### src/rtl/fetch_seq.sv
// fetch_seq: program counter and instruction-fetch sequencer for the SISC core.
// Fetches a word from instruction memory over a req/ack handshake, latches it
// into ir, pulses ir_valid, then waits for the datapath to finish before
// stepping, branching or halting.
// Optional build macro FETCH_TIMEOUT_EN: adds a fetch-wait limit of
// TIMEOUT_CYCLES; on expiry the sequencer halts with fetch_err set.
module fetch_seq #(
   parameter int                  PC_WIDTH       = 16,
   parameter logic [PC_WIDTH-1:0] RESET_PC       = '0,
   parameter int                  TIMEOUT_CYCLES = 15
) (
   input  logic                clk,
   input  logic                rst_f,
   output logic                im_req,
   output logic [PC_WIDTH-1:0] im_addr,
   input  logic                im_ack,
   input  logic [31:0]         im_data,
   output logic [31:0]         ir,
   output logic                ir_valid,
   input  logic                exec_done,
   input  logic                br_taken,
   input  logic [PC_WIDTH-1:0] br_addr,
   input  logic                halt_op,
   input  logic                restart,
   output logic [PC_WIDTH-1:0] pc,
   output logic                halted,
   output logic                fetch_err
);

   typedef enum logic [2:0] {
      S_IDLE,
      S_FETCH,
      S_ISSUE,
      S_EXEC,
      S_HALT
   } state_t;

   state_t              state_q, state_d;
   logic [PC_WIDTH-1:0] pc_q, pc_d;
   logic [31:0]         ir_q, ir_d;
   logic                im_req_q, im_req_d;
   logic                ir_valid_q, ir_valid_d;
   logic                halted_q, halted_d;
   logic                fetch_err_q, fetch_err_d;

`ifdef FETCH_TIMEOUT_EN
   localparam int CW = $clog2(TIMEOUT_CYCLES + 1);
   logic [CW-1:0] wait_q, wait_d;
`else
   // Limit only matters when the timeout is built in.
   logic unused_cfg;
   assign unused_cfg = ^TIMEOUT_CYCLES;
`endif

   // Next-state and registered-output computation; every output flop is set
   // on the transition into the state that owns it, so outputs never depend
   // combinationally on inputs.
   always_comb begin
      state_d     = state_q;
      pc_d        = pc_q;
      ir_d        = ir_q;
      im_req_d    = im_req_q;
      ir_valid_d  = 1'b0;
      halted_d    = halted_q;
      fetch_err_d = fetch_err_q;
`ifdef FETCH_TIMEOUT_EN
      wait_d      = wait_q;
`endif
      case (state_q)
         S_IDLE: begin
            state_d  = S_FETCH;
            im_req_d = 1'b1;
`ifdef FETCH_TIMEOUT_EN
            wait_d   = '0;
`endif
         end
         S_FETCH: begin
            if (im_ack) begin
               ir_d       = im_data;
               state_d    = S_ISSUE;
               im_req_d   = 1'b0;
               ir_valid_d = 1'b1;
            end
`ifdef FETCH_TIMEOUT_EN
            // An ack on the limit cycle takes the branch above and wins.
            else if (wait_q == CW'(TIMEOUT_CYCLES - 1)) begin
               state_d     = S_HALT;
               im_req_d    = 1'b0;
               halted_d    = 1'b1;
               fetch_err_d = 1'b1;
            end else begin
               wait_d = wait_q + CW'(1);
            end
`endif
         end
         S_ISSUE: state_d = S_EXEC;
         S_EXEC: begin
            if (exec_done) begin
               if (halt_op) begin
                  state_d  = S_HALT;
                  halted_d = 1'b1;
               end else begin
                  pc_d     = br_taken ? br_addr : pc_q + 1'b1;
                  state_d  = S_FETCH;
                  im_req_d = 1'b1;
`ifdef FETCH_TIMEOUT_EN
                  wait_d   = '0;
`endif
               end
            end
         end
         S_HALT: begin
            if (restart) begin
               pc_d        = pc_q + 1'b1;
               halted_d    = 1'b0;
               fetch_err_d = 1'b0;
               state_d     = S_FETCH;
               im_req_d    = 1'b1;
`ifdef FETCH_TIMEOUT_EN
               wait_d      = '0;
`endif
            end
         end
         default: begin
            state_d  = S_IDLE;
            im_req_d = 1'b0;
         end
      endcase
   end

   // State and output registers; reset is asynchronous so im_req drops at once.
   always_ff @(posedge clk or negedge rst_f) begin
      if (!rst_f) begin
         state_q     <= S_IDLE;
         pc_q        <= RESET_PC;
         ir_q        <= '0;
         im_req_q    <= 1'b0;
         ir_valid_q  <= 1'b0;
         halted_q    <= 1'b0;
         fetch_err_q <= 1'b0;
`ifdef FETCH_TIMEOUT_EN
         wait_q      <= '0;
`endif
      end else begin
         state_q     <= state_d;
         pc_q        <= pc_d;
         ir_q        <= ir_d;
         im_req_q    <= im_req_d;
         ir_valid_q  <= ir_valid_d;
         halted_q    <= halted_d;
         fetch_err_q <= fetch_err_d;
`ifdef FETCH_TIMEOUT_EN
         wait_q      <= wait_d;
`endif
      end
   end

   assign im_req    = im_req_q;
   assign im_addr   = pc_q;
   assign pc        = pc_q;
   assign ir        = ir_q;
   assign ir_valid  = ir_valid_q;
   assign halted    = halted_q;
   assign fetch_err = fetch_err_q;

endmodule
### config.mk
export PLATFORM = sky130hd
export DESIGN_NAME = fetch_seq
export DESIGN_NICKNAME = d
export VERILOG_FILES = /design/src/rtl/fetch_seq.sv
export SDC_FILE = /design/constraint.sdc
export NUM_CORES = 1
export LEC_CHECK = 0
export ABC_AREA = 1
export CORE_AREA = 3 3 102 104
export CTS_CLUSTER_DIAMETER = 30
export DETAILED_ROUTE_END_ITERATION = 8
export DIE_AREA = 0 0 105 107
export HOLD_SLACK_MARGIN = 0.06
export PLACE_DENSITY = 0.59
export SLEW_MARGIN = 5
export SYNTH_ARGS = -nofsm -noshare
export SYNTH_HDL_FRONTEND = slang
export SYNTH_SLANG_ARGS = --single-unit
### constraint.sdc
create_clock -name clk -period 1.7 [get_ports clk]
set_input_delay 0.51 -clock clk [delete_from_list [all_inputs] [get_ports clk]]
set_output_delay 0.51 -clock clk [all_outputs]
set_load 0.02 [all_outputs]
* After elaboration in Yosys (flattened, before gate mapping)
Index checks and enable logic that the tools add are counted.
Storage, ports and cells: bits in registers 54, input bits 55, output and inout bits 68, word-level logic and storage cells 45
Cells by class: $add $sub $neg 1, equal/unequal tests 9, muxes and demuxes 21, bitwise gates (word level) 1, reductions and logical operators 7
Operator list (number):
- $mux W16 | 4
- $pmux W16 S2 | 1
- $add A16 B1 Y16 const B | 1
- $pmux W3 S5 | 1
- $mux W3 | 4
- $ne A2 B2 Y1 const B | 5
- $mux W1 | 9
- $reduce_and A4 Y1 | 2
- $eq A3 B2 Y1 const B | 2
- $pmux W1 S5 | 1
- $reduce_and A5 Y1 | 1
- $eq A3 B1 Y1 const B | 1
- $eq A3 B3 Y1 const B | 1
- $logic_not A3 Y1 | 1
- $reduce_and A3 Y1 | 1
- $pmux W1 S2 | 1
- $reduce_and A2 Y1 | 1
- $reduce_bool A2 Y1 | 1
- $not A1 Y1 | 1

* Depth between registers and ports, before layout
Gate-level depths: netlist of run 1.
depth after elaboration 5, depth in mapped cells 10, mapped depth without buffers 9

* Worst setup path after synthesis of run 1
OpenSTA, ideal clock, no wires.
path kind reg-to-reg, start register pc_q[1], in the netlist im_addr[1], end register pc_q[14], in the netlist im_addr[14], library setup time 117 ps, data arrival time 1364 ps, slack 219 ps, stages on the path, launching flop included 9, buffers on the path 0, clock period less this slack 1481 ps, cells stage by stage dfrtp_1 -> ha_1 -> nand2_1 -> nor2_1 -> nand3_1 -> nand2_1 -> nand3_1 -> nand2_1 -> nand2_1
On the way: longest elaborated chain between the ends 5, elaborated cells between the ends (all ways) 6
Ends and longest elaborated chain:
- start: declaration | line 39 | logic [PC_WIDTH-1:0] pc_q, pc_d;
- start signal: assignment | line 146 | pc_q <= pc_d;
- $add A16 B1 Y16 (*) | line 103, 114
- $mux W16 | line 103 | pc_d = br_taken ? br_addr : pc_q + 1'b1;
- $mux W16 | line 99 | if (halt_op) begin
- $mux W16 | line 98 | if (exec_done) begin
- $pmux W16 S2 (*) | line 69 | case (state_q)
Mark *: on every way between the ends. The rest lies on a longest branch, timed or not. The select of a mux whose other input is x is not followed. A chain may end at the register's enable or synchronous reset.

* Worst setup path in the final report of run 1
start register pc_q[15], in the netlist im_addr[15], end output pc[15]
RTL lines:
- end: declaration | line 25 | output logic [PC_WIDTH-1:0] pc,
No word-level cell between the ends.

==> summary.txt, run 1 <==
Setup crit end kind: primary output
outcome: completed
Worst Setup EP: pc[15]
Post-Syn Area: 0.00284 mm²
top cells by count, synth: 167 x nand2_1, 54 x dfrtp_1, 33 x nor2_1
register area: 0.00135 mm²
Setup violations, final: 0
post-layout min period: 1.62 ns
Synth area leaders: dfrtp_1 48%, nand2_1 22%, buf_4 5.3%
CTS tree: done
starting density of the core: 29.5%
Max Fclk: 616 MHz
delay of the slowest cell on the worst path: 0.45 ns
relative slew slack: 65.2%
drt drc: 0
first-pass GRT wire length: 12,300 µm
total track usage: 13.4%
worst-margin pin slew: 0.522 ns
largest delay contributor family on the critical path: flip-flops
Max Cap Viol: 0
Post-Syn Area per Cell: 7.38 µm²
hold_buf cts: 0
postcts setup bufs: 0
hpwl dp: 5740 µm
clock network power share: 11.7%
syn nets: 441
Reg clk slew, reported paths: 0.09 ns
Hold Crit Class: in2async
skew final: 0.00647 ns
count of flip-flops with a built-in enable after synthesis: 0
fin cells: 641
post-synth top area cell: dfrtp_1
sequential share of the synthesized area: 47.6%
worst setup path start: im_addr[15]
Syn Inst Count: 385
Static Leak: 0.00220 µW
main flop type after synthesis: dfrtp_1
die footprint: 0.0112 mm²
reg2reg end: im_addr[14]
Nets: 563
worst-skew pair later-pin latency: 0.30 ns
GP Congestion: 0.772
TritonCTS Buffers: 5
final setup TNS: 0 ns
DP Worst Slack: -0.215 ns
NetSw: 3410 µW
count leader, synth: nand2_1
post-CTS sizing: 67
crit share post-route: 95.6%
number of global-route vias before repair: 2,638
setup slack after layout: 0.0756 ns
total congestion overflow: 0
switching share of power: 46.3%
CTS Root Cell: clkbuf_8
warnings from Yosys: 0
Layout area overhead: 49.3%
placed standard-cell area: 0.00421 mm²
Ports: 123
vias per std cell: 4.31
pwr/cell area: 1740 mW/mm²
Placed Instances: 633
Crit Path Max Fanout: 5
critical path arrival: 1.11 ns
reg-to-reg startpoint: im_addr[1]
Routed WL: 7580 µm
Flop pwr share: 31.7%
Critical Path Slowest Stage Cell: dfrtp_1
Critical Path Source Type: flop
total power: 7370 µW
Design Area, Final: 0.00424 mm²
Yosys cell types: 25
Int Pwr: 3960 µW
largest net degree at the start of global routing: 46
# diodes: 0
R2R setup slack: 0.18 ns
Crit path buffers/inverters: 1
Final Max Slew Viols: 0
CTS Buffer Depth: 2
Fin. Hold Viols: 0
drt initial violations: 92
via count: 2,762
DIE WIDTH: 105 µm
initial antenna violation count: 0
worst vdd ir: 0.556 mV
fillers: 1,058
Yosys reg bits: 54
CP required: 1.19 ns
H-tree lvl count: 2
layout cells sized above 1: 9.45%
Comb pwr share: 56.6%
Yosys top cell area share: 47.6%
worst-path cell chain: dlygate4sd2_1
RSZ-0062 raised after global routing: false
Crit path depth: 1
Core Rows: 36
First-pass DRT Iterations: 4
Async SR Flop Fraction: 100%
multi-input logic area: 0.00120 mm²
die height: 107 µm
routed length per instance: 11.8 µm
Port-buffer cells: 121
CP Class: reg2out
remaining antenna violation count: 0
CTS Sinks: 54
worst r2r path cells: 8
core area: 0.00964 mm²
stage by stage:
stage	utilization (%)	hold slack, ns
3_5_place_dp	43.7	0.412
4_1_cts	43.9	0.0672
5_1_grt	44.0	0.0783
3_3_place_gp	43.7	0.412
6_report	44.0	0.0797
2_1_floorplan	-	0.214
how the worst min path moves through the flow:
stage,startpoint,to,slack [ns],cells past startpoint
after floorplan,rst_f,halted,0.21,0
final,rst_f,im_addr[8],0.08,1
after detailed placement,rst_f,im_addr[10],0.41,1
after global routing,rst_f,im_addr[2],0.08,1
after CTS,rst_f,im_addr[8],0.07,1
after global placement,rst_f,im_addr[10],0.41,1
registers in the layout, summed over array words and instances, names as in the netlist:
name	flops
ir	32
im_addr	16
state_q	3
halted	1
im_req	1
ir_valid	1
logic make-up after synthesis:
kind of cell	Yosys count	synth area share (%)
and+or+nand+nor	250	36.7
DFF	54	47.6
buffers and inverters	53	10.3
AOI/OAI and AO/OA	26	4.85
adders and majority gates	1	0.440
other	1	0.132
cell type report:
type / instances / share of cell area, %
clock inverters: 2 / 0.885
multi-input cells: 278 / 28.3
repair buffers: 144 / 31.1
flip-flops and latches: 54 / 31.9
well taps: 133 / 3.92
clock buffers: 6 / 1.71
inverters: 24 / 2.18
power groups by stage:
stage	sequential [µW]	combinational (µW)	clock (µW)
after floorplan	3090	2000	0
after global placement	2380	4680	0
after detailed placement	2380	4750	0
after CTS	2350	4230	913
after global routing	2430	4630	948
final	2330	4170	864
layout by cell type, fill, tap and decap left out, drive strengths merged:
cell and count:
conb 1, nor3 1, nand4 4, a21oi 3
o21ai 21, nand2 170, inv 24, dfrtp 54
ha 1, nor2 42, o21a 1, buf 24
clkinvlp 1, o22ai 1, or2 4, nand3b 1
clkbuf 6, clkdlybuf4s50 53, dlygate4sd2 67, bufinv 1
nand3 28
per-layer routing:
metal  up-vias  share of wire, %  track usage, %
met4         0              0.57            2.53
met1      1252                45            16.9
met2        86                47            22.9
met3         4               7.1            4.09
met5         -                 0               0
li1       1420                 -               -
Note: power is estimated with default switching activity, not from simulation.
==> run 2: changes to the inputs <==
--- a/config.mk
+++ b/config.mk
@@ -6,6 +6,7 @@
 export NUM_CORES = 1
 export LEC_CHECK = 0
 export ABC_AREA = 1
+export CAP_MARGIN = 20
 export CORE_AREA = 3 3 102 104
 export CTS_CLUSTER_DIAMETER = 30
 export DETAILED_ROUTE_END_ITERATION = 8
==> constraint.sdc (replaced) <==
create_clock -name clk -period 1.8 [get_ports clk]
set_input_delay 0.54 -clock clk [delete_from_list [all_inputs] [get_ports clk]]
set_output_delay 0.54 -clock clk [all_outputs]
set_load 0.02 [all_outputs]
==> run 2 against run 1 <==
Sequential share of layout area up 0.33 points. Routed wire length down 1.3%. Largest power group unchanged. Non-clock buffer count is 6 lower. Clock skew barely moved. First-iteration DRC count down 5.4%. Via count decreased by 1.3%. Highest routed layer unchanged. Global-route usage is 0.18 points lower. Clock power shrank 3.6%. Sequential power down 3%. Clock-buffer cell count is the same. Utilization decreased by 0.45 points. Combinational power is 8.2% lower.
==> summary.txt, run 2 (synthesis results as in run 1) <==
Core Rows: 36
core area: 0.00964 mm²
Fin. Hold Viols: 0
crit share post-route: 91.9%
total power: 6900 µW
Setup crit end kind: primary output
worst-skew pair later-pin latency: 0.30 ns
first-pass GRT wire length: 12,200 µm
delay of the slowest cell on the worst path: 0.45 ns
placed standard-cell area: 0.00416 mm²
# diodes: 0
worst r2r path cells: 9
Design Area, Final: 0.00420 mm²
Placed Instances: 627
First-pass DRT Iterations: 4
GP Congestion: 0.770
die footprint: 0.0112 mm²
Max Cap Viol: 0
skew final: 0.00636 ns
Port-buffer cells: 121
Static Leak: 0.00219 µW
CTS Buffer Depth: 2
Ports: 123
drt drc: 0
critical path arrival: 1.11 ns
hpwl dp: 5700 µm
drt initial violations: 87
vias per std cell: 4.30
CP required: 1.26 ns
Critical Path Slowest Stage Cell: dfrtp_1
fin cells: 634
CP Class: reg2out
layout cells sized above 1: 8.18%
CTS tree: done
initial antenna violation count: 0
Crit Path Max Fanout: 7
remaining antenna violation count: 0
CTS Root Cell: clkbuf_8
worst vdd ir: 0.515 mV
starting density of the core: 29.5%
Critical Path Source Type: flop
DIE WIDTH: 105 µm
worst-path cell chain: dlygate4sd2_1
Final Max Slew Viols: 0
Crit path buffers/inverters: 1
Reg clk slew, reported paths: 0.09 ns
CTS Sinks: 54
most common cell after layout, fill and taps aside: nand2_1
Layout area overhead: 47.8%
Hold Crit Class: in2async
worst-margin pin slew: 0.516 ns
Nets: 557
Flop pwr share: 32.5%
Comb pwr share: 55.4%
via count: 2,725
outcome: completed
NetSw: 3200 µW
setup slack after layout: 0.147 ns
clock network power share: 12.1%
total congestion overflow: 0
Setup violations, final: 0
switching share of power: 46.3%
hold_buf cts: 0
Routed WL: 7480 µm
largest delay contributor family on the critical path: flip-flops
number of global-route vias before repair: 2,574
die height: 107 µm
largest net degree at the start of global routing: 55
max FFs per register: 32
relative slew slack: 65.6%
pwr/cell area: 1650 mW/mm²
RSZ-0062 raised after global routing: false
post-layout min period: 1.65 ns
Max Fclk: 605 MHz
most frequent cells in the layout: 167 x nand2_1, 66 x dlygate4sd2_1, 54 x dfrtp_1
Crit path depth: 1
routed length per instance: 11.8 µm
TritonCTS Buffers: 5
H-tree lvl count: 2
DP Worst Slack: -0.141 ns
Int Pwr: 3710 µW
total track usage: 13.2%
run 2: changes by cell type in the layout (fill, tap and decap cells not counted):
cell | before | now
buf_4 | 21 | 15
clkbuf_1 | 1 | 0
clkbuf_8 | 5 | 6
clkinvlp_4 | 1 | 0
dlygate4sd2_1 | 67 | 66
dlymetal6s2s_1 | 0 | 1
inv_2 | 1 | 2
inv_4 | 1 | 0
nand2_1 | 166 | 167
nand2_2 | 4 | 3
run 2: worst paths after layout:
check	slack, ns	to	start
hold reg to reg	0.47	ir[23]	ir[23]
min in group clk	0.47	ir[23]	ir[23]
max in group asynchronous	1.33	ir[5]	rst_f
setup reg to reg	0.22	im_addr[15]	state_q[1]
setup / recovery	0.15	pc[12]	im_addr[12]
hold / removal	0.22	im_addr[14]	rst_f
run 2: what timing repair did:
item                                    in CTS  in global routing
endpoints found under the setup margin      66                  1
buffers inserted                             0                  0
gates resized for setup                     66                  1
run 2: per-layer routing:
layer	vias to the layer above	track usage, %	wire length (µm)
met5	-	0	0
met4	0	3.09	67
met3	5	4.15	551
met2	90	21.8	3480
met1	1220	17.0	3390
li1	1410	-	-
run 2: power groups by stage:
stage               Combinational, µW  Clock (µW)  Sequential, µW
finish                           3830         833            2250
global route                     4220         920            2340
CTS                              3890         877            2260
detailed placement               4380           0            2290
global placement                 4310           0            2290
floorplan                        1890           0            2920
run 2: layout make-up:
type | instances | area, µm²
well taps | 133 | 166
inverters | 24 | 90.1
flip-flops and latches | 54 | 1350
repair buffers | 138 | 1280
clock inverters | 1 | 30.0
fillers | 1039 | 5440
multi-input cells | 278 | 1200
clock buffers | 6 | 82.6
run 2: stage by stage:
step / utilization [%] / hold slack, ns / setup TNS, ns
global placement: 43.2 / 0.455 / -0.747
floorplan: - / 0.244 / 0
finish: 43.5 / 0.217 / 0
detailed placement: 43.2 / 0.460 / -1.36
CTS: 43.5 / 0.223 / 0
global route: 43.5 / 0.242 / 0
==> run 3: changes to the inputs <==
--- a/config.mk
+++ b/config.mk
@@ -13,7 +13,6 @@
 export DIE_AREA = 0 0 105 107
 export HOLD_SLACK_MARGIN = 0.06
 export PLACE_DENSITY = 0.59
-export SLEW_MARGIN = 5
 export SYNTH_ARGS = -nofsm -noshare
 export SYNTH_HDL_FRONTEND = slang
 export SYNTH_SLANG_ARGS = --single-unit
==> results of run 3 <==
The final DEF is identical to that of run 2; final timing and power are the same.
